<file path="config.mk">
export PLATFORM = sky130hd
export DESIGN_NAME = posit_pack_arbiter
export DESIGN_NICKNAME = d
export VERILOG_FILES = /design/src/rtl/posit_pack_arbiter.sv
export SDC_FILE = /design/constraint.sdc
export NUM_CORES = 1
export LEC_CHECK = 0
export CORE_AREA = 2 2 162 164
export CTS_BUF_LIST = sky130_fd_sc_hd__clkbuf_4 sky130_fd_sc_hd__clkbuf_8
export CTS_CLUSTER_DIAMETER = 30
export DETAILED_ROUTE_END_ITERATION = 8
export DIE_AREA = 0 0 164 166
export PLACE_DENSITY_LB_ADDON = 0.05
export SYNTH_ARGS = -nofsm -noshare
export SYNTH_HDL_FRONTEND = slang
export SYNTH_SLANG_ARGS = --single-unit
</file>
<file path="constraint.sdc">
create_clock -name clk -period 4.8 [get_ports clk]
set_clock_uncertainty 0.15 [all_clocks]
set_input_delay 0.96 -clock clk [delete_from_list [all_inputs] [get_ports clk]]
set_output_delay 0.96 -clock clk [all_outputs]
set_load 0.1 [all_outputs]
</file>
<file path="src/rtl/posit_pack_arbiter.sv">
// Round-robin arbiter sharing one external combinational posit packer among NREQ producers.
// Operands are captured with seed clamping, packed, and returned tagged with the requester id.
module posit_pack_arbiter #(
  parameter int BITS = 32,
  parameter int ES   = 3,
  parameter int NREQ = 4,
  parameter int IDW  = $clog2(NREQ)
) (
  input  logic                 clk,
  input  logic                 reset,
  input  logic [NREQ-1:0]      req_valid,
  output logic [NREQ-1:0]      req_ready,
  input  logic [NREQ*BITS-1:0] req_frac,
  input  logic [NREQ*ES-1:0]   req_exp,
  input  logic [NREQ*BITS-1:0] req_seed,
  input  logic [NREQ-1:0]      req_zero,
  output logic [BITS-1:0]      pk_frac,
  output logic [ES-1:0]        pk_exp,
  output logic [BITS-1:0]      pk_seed,
  output logic                 pk_zero,
  input  logic [BITS-1:0]      pk_posit,
  output logic                 out_valid,
  input  logic                 out_ready,
  output logic [BITS-1:0]      out_posit,
  output logic [IDW-1:0]       out_id,
  output logic                 out_sat,
  output logic                 busy
);

  typedef enum logic [1:0] {
    IDLE = 2'd0,
    PACK = 2'd1,
    OUT  = 2'd2
  } state_t;

  localparam logic signed [BITS-1:0] SEED_MAX = BITS'(BITS - 2);
  localparam logic signed [BITS-1:0] SEED_MIN = -SEED_MAX;

  function automatic logic [IDW-1:0] wrap_idx(input logic [IDW-1:0] base, input int unsigned off);
    int unsigned sum;
    sum = 32'(base) + off;
    if (sum >= NREQ) begin
      sum = sum - NREQ;
    end else begin
      sum = sum;
    end
    return sum[IDW-1:0];
  endfunction

  // Returns {saturated, clamped seed} with the seed limited to +/-(BITS-2).
  function automatic logic [BITS:0] clamp_seed(input logic [BITS-1:0] seed);
    logic signed [BITS-1:0] s;
    s = $signed(seed);
    if (s > SEED_MAX) begin
      return {1'b1, SEED_MAX};
    end else if (s < SEED_MIN) begin
      return {1'b1, SEED_MIN};
    end else begin
      return {1'b0, seed};
    end
  endfunction

  state_t              state_r;
  state_t              state_nxt_s;
  logic [IDW-1:0]      rr_ptr_r;
  logic [IDW-1:0]      winner_s;
  logic                found_s;
  logic                grant_en_s;
  logic                accept_s;
  logic [BITS:0]       clamp_s;
  logic [BITS-1:0]     op_frac_r;
  logic [ES-1:0]       op_exp_r;
  logic [BITS-1:0]     op_seed_r;
  logic                op_zero_r;
  logic                op_sat_r;
  logic [IDW-1:0]      op_id_r;

  // Round-robin winner search starting at rr_ptr.
  always_comb begin
    found_s  = 1'b0;
    winner_s = '0;
    for (int k = 0; k < NREQ; k++) begin
      if (!found_s && req_valid[wrap_idx(rr_ptr_r, k)]) begin
        found_s  = 1'b1;
        winner_s = wrap_idx(rr_ptr_r, k);
      end else begin
        found_s = found_s;
      end
    end
  end

  assign grant_en_s = !reset && ((state_r == IDLE) || ((state_r == OUT) && out_ready));
  assign accept_s   = grant_en_s && found_s;
  assign clamp_s    = clamp_seed(req_seed[winner_s*BITS +: BITS]);

  // State register; busy is registered from the next state so it tracks state != IDLE.
  always_ff @(posedge clk) begin
    if (reset) begin
      state_r <= IDLE;
      busy    <= 1'b0;
    end else begin
      state_r <= state_nxt_s;
      busy    <= (state_nxt_s != IDLE);
    end
  end

  // Next-state logic.
  always_comb begin
    state_nxt_s = state_r;
    case (state_r)
      IDLE: begin
        if (accept_s) state_nxt_s = PACK;
        else          state_nxt_s = IDLE;
      end
      PACK: state_nxt_s = OUT;
      OUT: begin
        if (!out_ready)    state_nxt_s = OUT;
        else if (accept_s) state_nxt_s = PACK;
        else               state_nxt_s = IDLE;
      end
      default: state_nxt_s = IDLE;
    endcase
  end

  // One-hot grant to the winner, only in cycles where an accept can happen.
  always_comb begin
    req_ready = '0;
    if (accept_s) begin
      req_ready = {{(NREQ-1){1'b0}}, 1'b1} << winner_s;
    end else begin
      req_ready = '0;
    end
  end

  // Operand capture at accept, result capture in PACK, output handshake in OUT.
  always_ff @(posedge clk) begin
    if (reset) begin
      rr_ptr_r  <= '0;
      op_frac_r <= '0;
      op_exp_r  <= '0;
      op_seed_r <= '0;
      op_zero_r <= 1'b0;
      op_sat_r  <= 1'b0;
      op_id_r   <= '0;
      out_valid <= 1'b0;
      out_posit <= '0;
      out_id    <= '0;
      out_sat   <= 1'b0;
    end else begin
      if (accept_s) begin
        op_frac_r <= req_frac[winner_s*BITS +: BITS];
        op_exp_r  <= req_exp[winner_s*ES +: ES];
        op_seed_r <= clamp_s[BITS-1:0];
        op_sat_r  <= clamp_s[BITS];
        op_zero_r <= req_zero[winner_s];
        op_id_r   <= winner_s;
        rr_ptr_r  <= wrap_idx(winner_s, 32'd1);
      end
      case (state_r)
        PACK: begin
          out_posit <= pk_posit;
          out_id    <= op_id_r;
          out_sat   <= op_sat_r;
          out_valid <= 1'b1;
        end
        OUT: begin
          if (out_ready) out_valid <= 1'b0;
        end
        default: begin
          out_valid <= out_valid;
        end
      endcase
    end
  end

  assign pk_frac = op_frac_r;
  assign pk_exp  = op_exp_r;
  assign pk_seed = op_seed_r;
  assign pk_zero = op_zero_r;

endmodule

</file>
==> reports/metrics.csv <==
stage,metric,value,unit
logic_synthesis,synthesized area,6726,um^2
critical_path,Reg-to-Reg Start,rr_ptr_r[1],
critical_path,reg2reg end,pk_seed[0],
logic_synthesis,Mapped Nets,1292,
power_and_ir_drop,Pwr Density,368.4,nW/um^2
clocking,Root Driver,clkbuf_8,
min_path,Hold Path Depth,2,
global_route,aggregate global routing overflow,0,
logic_synthesis,sequential fraction of the synthesis area,33.33,%
logic_synthesis,simple-gate share of the synthesized area,36.59,%
floorplan,die area,27220,um^2
detailed_routing,Avg WL per Cell,17.94,um
logic_synthesis,Synth Area in Compound Gates,23.18,%
logic_synthesis,largest family of logic cells by synthesized area,simple AND/OR/NAND/NOR gates,
critical_path,CP Max Fanout,59,
critical_path,worst-path cell chain,clkdlybuf4s50_1 > nand2_1 > a211o_1 > nand2_4 > buf_12 > buf_4 > buf_6 > ha_1 > and2_1 > buf_12,
final_layout,most frequent cells in the layout,"clkdlybuf4s50_1, nand2_1, nand3_1, dfxtp_1, a21oi_1",
floorplan,die width,164,um
critical_path,slack of the worst reg-to-reg path,0.89,ns
sta,fmax,217.1,MHz
power_and_ir_drop,Lkg Pwr,4.689,nW
sta,Final Max Tran Viols,0,
final_layout,# fillers,2654,
final_layout,"commonest non-fill, non-tap cell in the layout",clkdlybuf4s50_1,
logic_synthesis,ys async rst share,0,%
critical_path,Worst Setup Start Kind,input pin,
floorplan,Core Box Area,25620,um^2
critical_path,"Buf+Inv Stages, Crit Path",5,
sta,final hold violation count,0,
critical_path,Setup crit start,req_valid[0],
clocking,clock sink count,112,
clocking,Post-CTS Repair Setup Buffers,0,
detailed_routing,vias per inst,4.828,
clocking,Max Root-Sink Buffers,2,
min_path,min-delay src,op_id_r[0],
clocking,"Clk Latency, worst-skew pair",0.38,ns
detailed_routing,final wirelength,31360,um
final_layout,nets@finish,1724,
critical_path,Critical Path RT,3.69,ns
floorplan,row cnt,59,
critical_path,CP most frequent cell,buf_12,
clocking,TritonCTS Buffers,9,
logic_synthesis,Ys Warns,0,
critical_path,Setup crit end kind,output port,
logic_synthesis,synthesis-stage register bit count,112,
floorplan,Die Y,166,um
sta,fin crit period,4.606,ns
critical_path,crit path kind,input pin to output port,
floorplan,# IOs,420,
logic_synthesis,Adder-Cell Fraction of Synth Area,0.9301,%
detailed_routing,post-route ant nets,0,
critical_path,critical path's slowest cell,clkdlybuf4s50_1,
min_path,Min-Delay Endpoint,out_id[0],
critical_path,slowest cell delay on critical path,0.55,ns
global_route,vias in the first global route,8100,
job,max-cap check violation count,0,
clocking,CTS tree,yes,
global_route,antenna violations before repair,0,
logic_synthesis,mux cell area share after synthesis,0,%
logic_synthesis,Post-Synth XOR/XNOR Area,0,%
critical_path,Reg2Reg Depth,13,
detailed_routing,initial drt markers,462,
logic_synthesis,synthesized instance count,976,
critical_path,Worst Path Arrival,3.50,ns
floorplan,Initial Util,26.26,%
final_layout,Ant. Diodes,0,
clocking,"Clk pin slew, worst setup/hold paths",0.14,ns
detailed_routing,drt pass-1 iters,5,
final_layout,Layout Area Growth over Synthesis,78.39,%
logic_synthesis,Main synth FF type,dfxtp_1,
power_and_ir_drop,Power Total,4.421,mW
clocking,H-tree levels,3,
placement,global placement routability congestion,0.8524,
logic_synthesis,Yosys top cell by area,dfxtp_1,
final_layout,share of layout cells above drive strength 1,11.75,%
sta,final setup vio count,0,
logic_synthesis,synthesized area per cell,6.892,um^2
global_route,Tot GR Track Use,22.28,%
placement,PortBufs,419,
power_and_ir_drop,Max IR drop VDD,0.1500,mV
detailed_routing,drt drc,0,
logic_synthesis,most area-consuming cells after synthesis,"dfxtp_1, nand2_1, nand3_1",
sta,Slew headroom,27.64,%
placement,post-detail-place hpwl,24320,um
global_route,first-pass GRT wire length,46840,um
logic_synthesis,number of enable flip-flop cells after synthesis,0,
logic_synthesis,post-synthesis cell type count,46,
sta,Worst-Margin Slew,1.082,ns
sta,final worst path period share,95.96,%
critical_path,Worst path top cell family by delay,buffers and inverters,
detailed_routing,vias,8439,
clocking,Post-CTS Hold Fix Bufs,0,
sta,setup TNS,0,ns
status,status,finished clean,
sta,RSZ-0062 raised after global routing,false,
global_route,pin count of the biggest net entering global routing,86,
logic_synthesis,area share of the largest cell type after synthesis,33.33,%
min_path,HP Class,flip-flop to flip-flop,
## registers in the layout, summed over array words and instances, names as in the netlist, 2 cells and up
signal and count:
pk_exp 3, pk_frac 32, state_r 2, out_posit 32, out_id 2, pk_seed 32, rr_ptr_r 2, op_id_r 2
## logic make-up (layout without fill, tap and decap cells)
kind of cell | count (synthesis) | after routing
simple gates | 549 | 549
compound gates | 217 | 217
flops | 112 | 112
buf+inv | 93 | 530
fa+ha+maj | 5 | 5
## power by group
part | switching, mW | leakage [nW] | internal [mW]
registers | 0.0750 | 0.920 | 1.05
clock network | 0.403 | 0.109 | 0.218
logic | 1.71 | 3.66 | 0.969
## final cells by class
class	instances	area [um^2]	area share, %
clock buffer	9	123.9	1.032
clock inverter	7	98.84	0.8238
inverter	4	15.01	0.1251
multi-input combinational	771	4119	34.33
sequential	112	2242	18.69
tap	335	419.2	3.493
timing repair buffer	510	4981	41.51
## Yosys cell counts, types with 2 or more instances
cell and number:
clkbuf_1 63, a221oi_1 6, ha_1 5, nor2_1 22
buf_6 6, or2_2 11, buf_2 6, nor3b_1 4
a31o_2 11, o21ai_0 4, nand3_1 112, nand4_1 4
nand3b_1 4, a211oi_1 47, nor4_1 8, a221oi_2 16
o22ai_1 8, nor2b_1 7, o31a_1 4, dfxtp_1 112
buf_1 14, nand2_1 318, and3_1 48, and2_1 4
nor3_1 2, a31oi_1 5, inv_1 2, a211oi_2 5
a21oi_1 101
## per-layer routing
layer / track usage, % / part of all wire, %
met1: 28.19 / 43
met2: 37.69 / 48
met3: 5.320 / 7.1
met4: 5.988 / 1.8
met5: 0 / 0
## worst register-to-register path: cells and delay by family (launching register included)
kind	cells	cell delay (ns)
flip-flops	1	0.50
AO/OA/AOI/OAI	3	0.67
buffers and inverters	1	0.13
AND/OR/NAND/NOR	8	2.08
adder cells (fa/ha/maj)	1	0.31
## per-stage QoR
| step | utilization, % | setup slack [ns] | hold WS [ns] | cell area (um^2) | std cells |
|---|---|---|---|---|---|
| 2_1_floorplan | - | 0.2028 | 0.2822 | 6726 | 976 |
| 3_3_place_gp | 45.96 | -0.07056 | 0.2914 | 11770 | 1732 |
| 3_5_place_dp | 45.96 | -0.1300 | 0.2960 | 11770 | 1732 |
| 4_1_cts | 46.83 | 0.02622 | 0.3134 | 12000 | 1748 |
| 5_1_grt | 46.84 | 0.02194 | 0.3255 | 12000 | 1748 |
| 6_report | 46.84 | 0.1941 | 0.3078 | 12000 | 1748 |
## repair_timing
action / in CTS / in global routing
resized for setup: 0 / 1
endpoints found under the hold margin: 0 / 0
setup endpoints to repair: 0 / 2
## worst max-delay path by stage
stage | to | slack [ns] | cells past startpoint
after floorplan | req_ready[1] | 0.20 | 10
after CTS | req_ready[1] | 0.03 | 10
after global routing | pk_seed[0] | 0.02 | 14
after global placement | pk_seed[0] | -0.07 | 13
after detailed placement | pk_seed[0] | -0.13 | 14
final | req_ready[1] | 0.19 | 10
(Power assumes the default switching activity.)
==> RTL change 1 (same settings) <==
Encoding of `state_t`: now one-hot (3 bits for 3 states).
--- a/src/rtl/posit_pack_arbiter.sv
+++ b/src/rtl/posit_pack_arbiter.sv
@@ -29,6 +29,6 @@
 
-  typedef enum logic [1:0] {
-    IDLE = 2'd0,
-    PACK = 2'd1,
-    OUT  = 2'd2
+  typedef enum logic [2:0] {
+    IDLE = 3'b001,
+    PACK = 3'b010,
+    OUT  = 3'b100
   } state_t;
Behaviour: same outputs for any inputs over 4 cycles, from zero or initial values and one cycle with reset high; so few cycles prove little.
==> RTL change 1 against the unedited design <==
- routed wire length increased by 4.6%
- synthesized area increased by 4.8%
- combinational power increased by 33%
- sequential cell count increased by 1
- power increased by 29%
- count of clock-buffer cells in the layout increased by 8
- worst setup slack improved by 0.096 ns
- design area increased by 3.1%
- critical path type is now in -> reg
==> RTL change 1: results (changes against the unedited design) <==
metric,value,unit,change
synth_compound_gate_area_share,0.2134,,was 0.2318
antenna_found_initial,2,,was 0
yosys-top-cells-area,"sky130_fd_sc_hd__dfxtp_1, sky130_fd_sc_hd__nand2_1, sky130_fd_sc_hd__nand3_1",,unchanged
slowest_delay,0.58,ns,was 0.55 ns
non_clock_inverter_count,9,,was 4
layout.filler_cells,2615,,was 2654
final-seq-area,0.002262,mm²,was 0.002242 mm²
met3RoutedLength,2113,µm,was 2241 µm
use_met3,0.05994,,was 0.05320
first_pass_grt_wire_length,49890,µm,was 46840 µm
combPwrFrac,0.626,,was 0.606
p_sw_frac,0.5163,,was 0.4948
status,finished clean,,unchanged
placement.setup.worst_slack,-0.2066,ns,was -0.1300 ns
syn_nets,1363,,was 1292
use_met2,0.4077,,was 0.3769
ir_worst_vdd,0.2296,mV,was 0.1500 mV
global_route.usage.total,0.2370,,was 0.2228
finalWirelength,32810,µm,was 31360 µm
sequential_area_share_after_synthesis,0.3208,,was 0.3333
yosys.cell_types.count,44,,was 46
drt_iter0_markers,545,,was 462
path_max_fanout,26,,was 59
multi_input_comb_area,0.004390,mm²,was 0.004119 mm²
place_area,0.01196,mm²,was 0.01177 mm²
crit_family,simple AND/OR/NAND/NOR gates,,was buffers and inverters
wl_met2,16250,µm,was 15090 µm
synth_area_per_cell,6.735,µm²,was 6.892 µm²
ys_seq_elements,113,,was 112
[RTL change 1: changes by cell type after synthesis, moves of 7 or more]
cell                       change
sky130_fd_sc_hd__and3_1       -19
sky130_fd_sc_hd__nand2b_1     +10
sky130_fd_sc_hd__nand2_1      -80
sky130_fd_sc_hd__a221oi_2     -16
sky130_fd_sc_hd__a21oi_1       +8
sky130_fd_sc_hd__nand3_1      +36
sky130_fd_sc_hd__nor2_1       +52
sky130_fd_sc_hd__nor3b_1      +33
sky130_fd_sc_hd__a211oi_1     -16
sky130_fd_sc_hd__nor4_1        -7
sky130_fd_sc_hd__a31o_2       +33
sky130_fd_sc_hd__o21ai_0      +23
[RTL change 1: path summary, 6_finish.rpt]
check                to    startpoint  depth (start not counted)  slack, ns
max reg2reg  pk_seed[7]   rr_ptr_r[1]                         16       0.92
min           out_id[1]    op_id_r[1]                          2       0.30
min reg2reg   out_id[1]    op_id_r[1]                          2       0.30
max          pk_seed[7]  req_valid[1]                         17       0.29
==> RTL change 2 (same flow settings) <==
Without the edit above. Change the parameter `ES` from 3 to 5.
--- a/src/rtl/posit_pack_arbiter.sv
+++ b/src/rtl/posit_pack_arbiter.sv
@@ -4,3 +4,3 @@
   parameter int BITS = 32,
-  parameter int ES   = 3,
+  parameter int ES   = 5,
   parameter int NREQ = 4,
Ports: changed (resized pk_exp and req_exp); port bits go from 420 to 430. No check against the original RTL was run, so the function may have changed too.
==> RTL change 2 against the unedited design <==
- core utilization up 1.2 points
- routed wire length up 2.1%
- power increased by 9.4%
- count of clock-buffer cells in the layout up 8
- synthesized area increased by 1.7%
- worst setup slack better by 0.062 ns
- sequential cell count is 2 higher
- cell count grew 1.7%
- global-route usage up 0.74 points
- design area rose by 2.7%
- register-to-register slack worse by 0.10 ns
==> RTL change 2: results (changes against the unedited design) <==
metric,value,unit,change
status,finished clean,,unchanged
met3RoutedLength,2113,µm,was 2241 µm
comb.multi_input.count,791,,was 771
global_route.usage.total,0.2302,,was 0.2228
yosys.cell_types.count,47,,was 46
layout.filler_cells,2638,,was 2654
sequential_area_share_after_synthesis,0.3336,,was 0.3333
slowest_delay,0.64,ns,was 0.55 ns
total_leakage_power,4.830,nW,was 4.689 nW
worst_r2r_endpoint,pk_seed[0],,unchanged
placement.setup.worst_slack,-0.1260,ns,was -0.1300 ns
finalHoldWorstSlack,0.3043,ns,was 0.3078 ns
place.detailed.instances,1745,,was 1732
syn_nets,1321,,was 1292
arrival_time_reported_for_the_critical_path_endpoint,4.74,ns,was 3.50 ns
cpMaxStageDelayCell,sky130_fd_sc_hd__or4b_2,,was sky130_fd_sc_hd__clkdlybuf4s50_1
first_global_vias,8600,,was 8100
post_route_cells_drive_above_1_share,0.1089,,was 0.1175
num-clock-buffers,17,,was 9
netlist_instances,997,,was 976
area.growth.synth_to_final,80.08,%,was 78.39%
grt_max_degree,102,,was 86
finalWirelength,32010,µm,was 31360 µm
iteration_count_of_the_initial_detailed_routing_pass,4,,was 5
non_clock_buffer_count,502,,was 510
non_clock_inverter_count,3,,was 4
dp_hpwl,24770,µm,was 24320 µm
setup_slack,0.2559,ns,was 0.1941 ns
power_report.internal_total,0.002544,W,was 0.002233 W
clkLatencyLatePin,0.43,ns,was 0.38 ns
m1WireLength,12630,µm,was 13450 µm
min_delay_worst_endpoint,pk_frac[3],,was out_id[0]
crit_family,simple AND/OR/NAND/NOR gates,,was buffers and inverters
h-tree-depth,4,,was 3
ys_seq_elements,114,,was 112
io_buffers,429,,was 419
sh_seq_area,0.1853,,was 0.1869
wl_per_cell,18.02,µm,was 17.94 µm
reg2reg_setup_slack,0.79,ns,was 0.89 ns
ir_worst_vdd,0.1791,mV,was 0.1500 mV
multi_input_comb_area,0.004205,mm²,was 0.004119 mm²
hp-class,reg -> reg,,unchanged
worst_slew_margin_rel,0.2357,,was 0.2764
post_synth_most_frequent_cells,"sky130_fd_sc_hd__nand2_1, sky130_fd_sc_hd__nand3_1, sky130_fd_sc_hd__dfxtp_1",,"was sky130_fd_sc_hd__nand2_1, sky130_fd_sc_hd__dfxtp_1, sky130_fd_sc_hd__nand3_1"
post-cts-setup-buffer-count,0,,unchanged
first_pass_grt_wire_length,48160,µm,was 46840 µm
final_nets,1753,,was 1724
maxUsedRoutingLayer,met4,,unchanged
hold_path.startpoint,pk_frac[3],,was op_id_r[0]
antennaDiodeCount,0,,unchanged
place_area,0.01189,mm²,was 0.01177 mm²
post_cts_resized,0,,unchanged
clk_share,0.03504,,was 0.01856
drt_iter0_markers,401,,was 462
yosys-top-cells-area,"sky130_fd_sc_hd__dfxtp_1, sky130_fd_sc_hd__nand2_1, sky130_fd_sc_hd__nand3_1",,unchanged
-- RTL change 2: cell types whose count changed in the layout (fill, tap and decap cells not counted), moves of 7 or more --
cell	change
sky130_fd_sc_hd__clkbuf_8	+8
sky130_fd_sc_hd__buf_4	-19
sky130_fd_sc_hd__a31o_2	-8
sky130_fd_sc_hd__clkdlybuf4s50_1	+10
sky130_fd_sc_hd__mux2i_1	+8
sky130_fd_sc_hd__a211oi_1	-7
sky130_fd_sc_hd__nand3_1	+13
sky130_fd_sc_hd__nand2_1	+14
-- RTL change 2: logic make-up (layout without fill, tap and decap cells) --
kind of cell / after synthesis / in the layout / share of synthesized area
adders and majority gates: 5 / 5 / 0.009146
muxes: 12 / 12 / 0.01829
and+or+nand+nor: 571 / 571 / 0.3724
buffers and inverters: 92 / 537 / 0.05744
AOI/OAI and AO/OA: 203 / 203 / 0.2091
DFF: 114 / 114 / 0.3336
-- RTL change 2: worst max-delay path by stage --
stage	start	cells past startpoint	to
2_1_floorplan	req_valid[0]	9	req_ready[2]
3_3_place_gp	req_valid[0]	14	pk_seed[0]
3_5_place_dp	req_valid[0]	14	pk_seed[0]
4_1_cts	req_valid[0]	14	pk_seed[0]
5_1_grt	req_valid[3]	16	pk_seed[8]
6_report	req_valid[0]	14	pk_seed[0]
-- RTL change 2: power by group through the flow --
stage          combinational, W  clock, W  sequential [W]
4_1_cts                 0.00271   0.00105         0.00114
3_3_place_gp            0.00270         0         0.00116
3_5_place_dp            0.00270         0         0.00116
6_report                0.00269   0.00101         0.00114
2_1_floorplan          0.000923         0         0.00194
5_1_grt                 0.00287   0.00109         0.00116
-- RTL change 2: layer usage --
layer | vias up | global-route usage
met5 | - | 0
met4 | 0 | 0.08658
met3 | 49 | 0.05819
met2 | 292 | 0.4125
met1 | 3913 | 0.2599
li1 | 4338 | -
